[config.mk]
export PLATFORM = sky130hd
export DESIGN_NAME = seg_value_formatter
export DESIGN_NICKNAME = d
export VERILOG_FILES = /design/src/rtl/seg_value_formatter.sv
export SDC_FILE = /design/constraint.sdc
export NUM_CORES = 1
export LEC_CHECK = 0
export ABC_AREA = 1
export CAP_MARGIN = 15
export CELL_PAD_IN_SITES_DETAIL_PLACEMENT = 0
export CELL_PAD_IN_SITES_GLOBAL_PLACEMENT = 2
export CORE_MARGIN = 3
export CORE_UTILIZATION = 34
export CTS_CLUSTER_SIZE = 12
export DETAILED_ROUTE_END_ITERATION = 12
export PLACE_DENSITY = 0.92
export SETUP_SLACK_MARGIN = 0.2
export SYNTH_ARGS = -nofsm -noshare
export SYNTH_HDL_FRONTEND = slang
export SYNTH_SLANG_ARGS = --single-unit
[constraint.sdc]
create_clock -name clk -period 2.9 [get_ports clk]
set_input_delay 0.29 -clock clk [delete_from_list [all_inputs] [get_ports clk]]
set_output_delay 0.29 -clock clk [all_outputs]
set_load 0.005 [all_outputs]
[src/rtl/seg_value_formatter.sv]
// Formats a CPU-written 16-bit value as four display digits for the seven-segment
// scanner. Hex mode passes nibbles through; decimal mode runs a double-dabble conversion.
module seg_value_formatter #(
  parameter int unsigned DATA_W    = 16,
  parameter int unsigned MAX_DEC   = 9999,
  parameter logic [3:0]  OVF_DIGIT = 4'hE
) (
  input  logic              clk,
  input  logic              rst,
  input  logic              start,
  input  logic [DATA_W-1:0] data_in,
  input  logic              hex_mode,
  output logic              busy,
  output logic [3:0]        digit0,
  output logic [3:0]        digit1,
  output logic [3:0]        digit2,
  output logic [3:0]        digit3,
  output logic              overflow,
  output logic              wr_out
);

  typedef enum logic [1:0] {IDLE, SHIFT, DONE} state_t;

  localparam int unsigned ITER = DATA_W;

  state_t              state, state_nxt;
  logic                start_q;
  logic [DATA_W-1:0]   data_q;
  logic                hex_q;
  logic [DATA_W-1:0]   sreg;
  logic [15:0]         bcd;
  logic [15:0]         bcd_adj;
  logic [3:0]          cnt;
  logic                mode_hex;
  logic                ovf_sel;
  logic                in_range;
  logic                take;

  assign busy     = (state != IDLE);
  assign in_range = (data_q <= DATA_W'(MAX_DEC));
  // The write strobe is staged one edge before the FSM acts on it; a strobe seen
  // while busy (or while one is already staged) is dropped, never queued.
  assign take     = start && (state == IDLE) && !start_q;

  always_comb begin
    bcd_adj = bcd;
    for (int unsigned i = 0; i < 4; i++) begin
      if (bcd[4*i +: 4] >= 4'd5)
        bcd_adj[4*i +: 4] = bcd[4*i +: 4] + 4'd3;
    end
  end

  always_comb begin
    state_nxt = state;
    case (state)
      IDLE:    if (start_q) state_nxt = (hex_q || !in_range) ? DONE : SHIFT;
      SHIFT:   if (cnt == 4'(ITER - 1)) state_nxt = DONE;
      DONE:    state_nxt = IDLE;
      default: state_nxt = IDLE;
    endcase
  end

  always_ff @(posedge clk) begin
    if (rst) state <= IDLE;
    else     state <= state_nxt;
  end

  always_ff @(posedge clk) begin
    if (rst) begin
      start_q  <= 1'b0;
      data_q   <= '0;
      hex_q    <= 1'b0;
      sreg     <= '0;
      bcd      <= '0;
      cnt      <= '0;
      mode_hex <= 1'b0;
      ovf_sel  <= 1'b0;
      digit0   <= '0;
      digit1   <= '0;
      digit2   <= '0;
      digit3   <= '0;
      overflow <= 1'b0;
      wr_out   <= 1'b0;
    end else begin
      start_q <= take;
      if (take) begin
        data_q <= data_in;
        hex_q  <= hex_mode;
      end
      wr_out <= 1'b0;
      case (state)
        IDLE: begin
          if (start_q) begin
            sreg     <= data_q;
            mode_hex <= hex_q;
            ovf_sel  <= !hex_q && !in_range;
            bcd      <= '0;
            cnt      <= '0;
          end
        end
        SHIFT: begin
          {bcd, sreg} <= {bcd_adj, sreg} << 1;
          cnt         <= cnt + 4'd1;
        end
        DONE: begin
          wr_out <= 1'b1;
          if (ovf_sel) begin
            {digit3, digit2, digit1, digit0} <= {4{OVF_DIGIT}};
            overflow <= 1'b1;
          end else if (mode_hex) begin
            {digit3, digit2, digit1, digit0} <= sreg[15:0];
            overflow <= 1'b0;
          end else begin
            {digit3, digit2, digit1, digit0} <= bcd;
            overflow <= 1'b0;
          end
        end
        default: ;
      endcase
    end
  end

endmodule

==> reports/metrics.cfg <==
[placed_design]
globalplace.congestion=0.744
io_buffer_count=38
dpl.hpwl_mm=5.54

[timing]
relSlewSlack_pct=54.8
rsz0062_at_grt=false
whs_ns=0.446
finalSetupTns_ns=0
fin_skew_ns=0.00784
slew_viol_final=0
hold_violations=0
max_freq_mhz=491
tightest_slew_ns=0.677
finalSetupViolations=0
period_needed_ns=2.04
period_share_pct=70.2

[final_layout]
diodes=0
multi_input_area_sq_um=1600
layout.nets=535
nFillCells=1017
seq_area_sq_um=1520
syn_to_final_growth_pct=16.8
drive_above_1_share_pct=5.69

[pwr]
vdd_ir_drop_max_v=0.000285
cellLeakagePower_nw=1.56
powerDensity_nw_per_um2=563

[drt]
drtIter0Drc=99
topRoutingLayerUsed=met4
viasPerCell=4.90
wl_met1_mm=4.21
wl_mm=8.11
vias=3150
drc_errors=0
wl_met2_mm=3.46
ant_nets=0
routedWlPerCell_um=12.6
met3_length_um=362
first_pass_iters=4

[floorplan]
start_util_pct=35.4
die_area_sq_um=11500
die_h_um=107
die_x_um=107
rows=36
ios=39
fp.coreArea_sq_um=9860

[worst_setup_path]
ff2ff_path_depth=6
r2r_end=bcd[1]
r2r-start=state[1]
required_ns=3.17
crit_path_start_kind=flop
arrival_ns=2.30
endpoint_kind=flop
crit_fanout=50
ff2ff_setup_slack_ns=0.86
worstSetupPathType=flop to flop

[min_path]
min_from=data_q[1]
worstHoldPathType=flop to flop
worstHoldEndpoint=data_q[1]
whs_path_depth=2

[synthesis]
yosys.area.top_type=dfxtp_1
syn-cell-area_sq_um=3490
postSynthCellCount=480
synthTopCellsByArea=dfxtp_1 44%, nand2_1 11%, a21oi_1 10%, o21ai_0 8.7%, inv_1 5.7%
synth_top_cell_area_share_pct=43.6
avgSynthCellArea_sq_um=7.27
seq_area_frac_synth_pct=43.6
synth.distinct_cells=25
ys_ff_latch=76
yosys_warnings=0
syn_nets=509

[grt]
grt_start_max_net_pins=51
grt_pass1_wl_mm=13.4
track_usage_pct=14.7
grt_pass1_vias=2798
antenna_found_initial=0
grt-ovfl-total=0

[clock_tree]
ctsLongestPathBuffers=2
post_cts_buffers=0
clkSinkCount=76
hold_buffers=0
clockRootBuffer=clkbuf_8
cts_made_buffers=9
insertion_delay_ns=0.34
cts_tree=yes
cts_max_level=3
ctsResizeCount=0
clkTransAtPathRegs_ns=0.08

[outcome]
status=complete, no violations

[run]
cap_violations=0

worst max-delay path by stage:
stage                         from      end  slack [ns]  cells after the start
final                     state[1]   bcd[1]        0.86                      6
after CTS                 state[1]   bcd[1]        0.84                      6
after global routing      state[1]   bcd[7]        0.59                      6
after detailed placement  state[1]   bcd[1]        0.87                      6
after floorplan             bcd[8]  bcd[10]        1.76                      8
after global placement    state[1]   bcd[3]        0.89                      6
layout by cell type, fill, tap and decap left out, drive strengths merged:
cell,instances
inv,57
a21oi,73
ha,9
buf,3
o21ai,79
nand4,11
o211ai,4
clkbuf,10
xor2,1
nand3,20
nor2,18
nand2,106
clkinv,5
clkdlybuf4s50,38
dfxtp,76
sequential cells by signal (all words and copies together), names as in the netlist, 2 cells and up:
register  cells
digit1        4
digit0        4
cnt           4
digit2        4
digit3        4
state         2
data_q       16
sreg         16
bcd          16
area by class of cell:
class	instances	share of cell area [%]
Clock buffer	10	3.38
Clock inverter	5	0.706
Inverter	57	5.31
Multi-Input combinational cell	321	39.3
Sequential cell	76	37.3
Tap cell	133	4.08
Timing Repair Buffer	41	9.88
critical path, stage by stage (launching register included):
cell and delay [ns]:
dfxtp_1 0.33, inv_2 0.07, nand2_2 0.41, inv_4 0.24
nor2_8 0.60, nand2_1 0.10, a21oi_1 0.18
synth_stat cells, drive strengths merged:
master  instances
nand2         106
nand3          20
a21oi          73
buf            14
xor2            1
o21ai          79
o211ai          4
nand4          11
nor2           18
dfxtp          76
clkbuf         12
inv            57
ha              9
power by group:
group	total (mW)	internal [mW]	switching [mW]
logic	0.401	0.151	0.250
registers	1.18	1.13	0.0510
clock network	0.712	0.325	0.387
total	2.30	1.61	0.688
per-layer routing:
layer / track usage [%] / up-vias
met4: 3.93 / 0
li1: - / 1642
met5: 0 / -
met2: 22.5 / 64
met3: 4.02 / 7
met1: 20.5 / 1437
metrics by stage:
stage	util [%]	cell area (sq um)	total power [mW]	setup WS (ns)	cells
3_3_place_gp	39.6	3910	1.61	0.893	628
3_5_place_dp	39.6	3910	1.61	0.870	628
2_1_floorplan	-	3490	1.50	1.76	480
4_1_cts	41.3	4080	2.33	0.837	643
6_report	41.3	4080	2.30	0.864	643
5_1_grt	41.3	4080	2.43	0.585	643
kinds of logic (layout without fill, tap and decap cells):
group           Yosys count  in the layout  share of synthesized area, %
flops                    76             76                          43.6
compound gates          156            156                          22.7
simple gates            155            155                          19.8
fa+ha+maj                 9              9                          3.23
buf+inv                  83            113                          10.5
xor+xnor                  1              1                         0.251
(Power assumes the default switching activity.)
